$ cat config.mk
export PLATFORM = sky130hd
export DESIGN_NAME = shifter_sll_seq
export DESIGN_NICKNAME = d
export VERILOG_FILES = /design/src/rtl/shifter_sll_seq.sv
export SDC_FILE = /design/constraint.sdc
export NUM_CORES = 1
export LEC_CHECK = 0
export ABC_CLOCK_PERIOD_IN_PS = 5220
export BUFFER_PORTS_ARGS = -buffer_cell sky130_fd_sc_hd__buf_4
export CAP_MARGIN = 25
export CORE_MARGIN = 3
export CORE_UTILIZATION = 35
export CTS_BUF_LIST = sky130_fd_sc_hd__clkbuf_8
export CTS_CLUSTER_SIZE = 28
export DETAILED_ROUTE_END_ITERATION = 10
export PLACE_DENSITY = 0.63
export SLEW_MARGIN = 25
export SYNTH_ARGS = -nofsm -noshare
export SYNTH_HDL_FRONTEND = slang
export SYNTH_SLANG_ARGS = --single-unit
$ cat constraint.sdc
create_clock -name clk -period 5.22 [get_ports clk]
set_clock_uncertainty 0.15 [all_clocks]
set_input_delay 1.044 -clock clk [delete_from_list [all_inputs] [get_ports clk]]
set_output_delay 1.044 -clock clk [all_outputs]
set_load 0.02 [all_outputs]
$ cat src/rtl/shifter_sll_seq.sv
// Multi-cycle logical left shifter with start/busy/done handshake, STEP bits per cycle.
// Define SHIFTER_SRL_EN to also accept the logical-right funct code on the same engine.
module shifter_sll_seq #(
  parameter int STEP = 1
) (
  input  logic        clk,
  input  logic        reset,
  input  logic        start,
  input  logic [5:0]  Signal,
  input  logic [31:0] dataA,
  input  logic [31:0] dataB,
  output logic [31:0] dataOut,
  output logic        busy,
  output logic        done
);

  typedef enum logic [1:0] {IDLE, SHIFT, DONE} state_t;

  localparam logic [5:0] FN_SLL   = 6'b000000;
  localparam logic [5:0] FN_SRL   = 6'b000010;
  localparam logic [4:0] STEP_AMT = 5'(STEP);

  state_t      state;
  logic [31:0] acc;
  logic [4:0]  cnt;
  logic        right_op;

  logic        start_supported;
  logic        start_right;
  logic [4:0]  step_amt;
  logic [31:0] acc_next;
  logic [4:0]  cnt_next;
  logic        unused_hi;

  // Only the low five bits of the amount matter; the rest is intentionally dropped.
  assign unused_hi = ^dataB[31:5];

  always_comb begin
    start_supported = (Signal == FN_SLL);
    start_right     = 1'b0;
`ifdef SHIFTER_SRL_EN
    if (Signal == FN_SRL) begin
      start_supported = 1'b1;
      start_right     = 1'b1;
    end
`endif
  end

  // The final step may be shorter than STEP so the total never overshoots the amount.
  always_comb begin
    step_amt = (cnt < STEP_AMT) ? cnt : STEP_AMT;
    acc_next = right_op ? (acc >> step_amt) : (acc << step_amt);
    cnt_next = cnt - step_amt;
  end

  always_ff @(posedge clk or negedge reset) begin
    if (!reset) begin
      state    <= IDLE;
      acc      <= '0;
      cnt      <= '0;
      right_op <= 1'b0;
      dataOut  <= '0;
      busy     <= 1'b0;
      done     <= 1'b0;
    end else begin
      done <= 1'b0;
      case (state)
        IDLE, DONE: begin
          if (start) begin
            acc      <= dataA;
            cnt      <= dataB[4:0];
            right_op <= start_right;
            if (dataB[4:0] == 5'd0 || !start_supported) begin
              state   <= DONE;
              done    <= 1'b1;
              busy    <= 1'b0;
              dataOut <= start_supported ? dataA : 32'h0;
            end else begin
              state <= SHIFT;
              busy  <= 1'b1;
            end
          end else begin
            state <= IDLE;
            busy  <= 1'b0;
          end
        end
        SHIFT: begin
          acc <= acc_next;
          cnt <= cnt_next;
          if (cnt_next == 5'd0) begin
            state   <= DONE;
            done    <= 1'b1;
            busy    <= 1'b0;
            dataOut <= acc_next;
          end
        end
        default: begin
          state <= IDLE;
          busy  <= 1'b0;
        end
      endcase
    end
  end

endmodule

==> out/metrics.csv <==
metric,value,unit
clk_latency,340,ps
cp_max_fo,17,
yosysWarningCount,0,
max_slew.worst_pin.slew,998.9,ps
p_clk_frac,0.363,
syn_area_per_cell,10.58,sq um
synth_edf_count,0,
cts_root_buf,clkbuf_8,
pin_count,107,
route.vias.total,3300,
crit-reg2reg-launch,cnt[1],
asyncSetResetFlopFracSynth,1.000,
wl_per_cell,18.46,microns
cts_max_level,3,
min_period_over_period,0.6214,
grt_pass1_vias,3367,
crit_path_end,dataOut[25],
power_frac_comb,0.139,
syn_inst,371,
rows,38,
finalHoldViolCount,0,
holdCritPathClass,flip-flop to flip-flop,
final_common_cell,buf_4,
cts_hold_buffers,0,
crit_required,5290,ps
postPlaceCellArea,0.004568,sq mm
power_leakage,0.002211,uW
track_usage,0.1681,
ant_nets,0,
peakVddDrop,0.1414,mV
ys_seq_area_frac,0.4590,
die_w,111.9,microns
synth.distinct_cells,35,
cts_buffers,9,
nets,507,
crit_arrival,3310,ps
cap_violations,0,
core_area,0.01089,sq mm
route.detailed.drc,0,
gr-total-overflow,0,
switching_share,0.2845,
grt_setup_unrepaired,no,
drt_iter0_markers,246,
finalInstanceArea,0.004798,sq mm
clk_pin_slew,80,ps
post_cts_buffers,0,
dieArea,0.01252,sq mm
max_slew_margin,0.3340,
syn-num-nets,445,
die_h,111.9,microns
via_per_inst,5.709,
crit_path_start_kind,flip-flop,
postCtsResizedCells,0,
port_buffers,79,
setup_viol,0,
antenna_found_initial,0,
crit_type,flip-flop to flip-flop,
timing.final.crit_period,3243,ps
timing.rr.end,dataOut[25],
fmax,308.3,MHz
power.share.sequential,0.498,
p_per_area,258.4,mW/mm^2
rrSetupSlack,1980,ps
syn_to_final_growth,22.25,%
n_antenna_cell,0,
layout-drive-gt1-share,0.3333,
setup_tns,0,ps
clock_sinks,72,
p_int,887.1,uW
status,completed,
ff2ff_path_depth,8,
startpoint,cnt[1],
grt_pass1_wl,17270,microns
cts_tree,yes,
critPathCaptureType,flip-flop,
ys_seq_elements,72,
place_hpwl,6430,microns
grt_max_degree,73,
clockBufferDepth,2,
synth_area,0.003925,sq mm
dr.pass1.iters,4,
synthFlopType,dfrtp_1,
drt_wl_total,10670,microns
drv_slew,0,
initial_core_util,0.3605,
net-switching-power,352.8,uW
gp_congestion,0.7808,
layout_common_cells,"buf_4, dfrtp_1, nor2_1, nand2_1, a221o_1",
## metal layers
metal	global-route usage	wire [microns]	vias up
li1	-	-	1518
met1	0.2380	4934	1649
met2	0.2642	5068	124
met3	0.02826	561	9
met4	0.05191	105	0
met5	0	0	-
## how the worst min path moves through the flow
stage                 from  endpoint  slack [ps]  depth (start not counted)
global route        acc[0]    acc[0]         370                          1
detailed placement  acc[0]    acc[0]         340                          1
floorplan           acc[0]    acc[0]         320                          1
CTS                 acc[0]    acc[0]         360                          1
finish              acc[0]    acc[0]         360                          1
global placement    acc[0]    acc[0]         340                          1
## metrics by stage
| step | worst slack [ps] | util | cells | hold WS, ps | total power (uW) |
|---|---|---|---|---|---|
| 2_1_floorplan | 2490 | - | 371 | 316.1 | 721.7 |
| 3_3_place_gp | 1827 | 0.4196 | 561 | 335.1 | 789.9 |
| 3_5_place_dp | 1808 | 0.4196 | 561 | 337.4 | 796.7 |
| 4_1_cts | 1986 | 0.4376 | 577 | 360.6 | 1252 |
| 5_1_grt | 1797 | 0.4407 | 578 | 365.2 | 1292 |
| 6_report | 1977 | 0.4407 | 578 | 361.0 | 1240 |
## power groups by stage
stage | clock network [uW] | logic (uW) | registers [uW]
2_1_floorplan | 0 | 97.2 | 625
3_3_place_gp | 0 | 165 | 625
6_report | 450 | 173 | 617
3_5_place_dp | 0 | 170 | 627
4_1_cts | 465 | 171 | 616
5_1_grt | 482 | 188 | 622
## worst max-delay path: stages, from the launching register on
cell and delay, ps:
dfrtp_1 440, or3_1 420, nor2_1 130, or2_2 120, ha_1 230, nand3_1 190, o2bb2ai_4 600, buf_4 440
mux2_2 370
## cell families (layout without fill, tap and decap cells)
| group | Yosys count | count (layout) | share of synthesized area |
|---|---|---|---|
| and+or+nand+nor | 118 | 118 | 0.1476 |
| AOI/OAI and AO/OA | 80 | 80 | 0.1897 |
| DFF | 72 | 72 | 0.4590 |
| buffers and inverters | 68 | 135 | 0.08097 |
| muxes | 32 | 32 | 0.1195 |
| adders and majority gates | 1 | 1 | 0.003187 |
## final cells by class
cell class	count	area, sq um
timing repair buffer	87	673.1
inverter	32	120.1
multi-input combinational	231	1832
tap	140	175.2
fill	1048	6090
sequential	72	1802
clock inverter	7	72.57
clock buffer	9	123.9
## synthesized netlist by cell type (all sizes together), types with 3 or more instances
cell type	count	area, sq um
a221o	35	350.3
buf	15	118.9
clkbuf	21	78.83
dfrtp	72	1802
inv	32	120.1
mux2	32	469.2
nand2	35	131.4
nand4	33	206.5
nor2	36	135.1
nor4	3	33.78
o21ai	6	30.02
o221ai	30	262.8
## state kept, by name (all words and copies together), names as in the netlist
register	flops
done	1
dataOut	32
cnt	5
busy	1
state	1
acc	32
No activity file was read; power rests on OpenSTA's default activity.
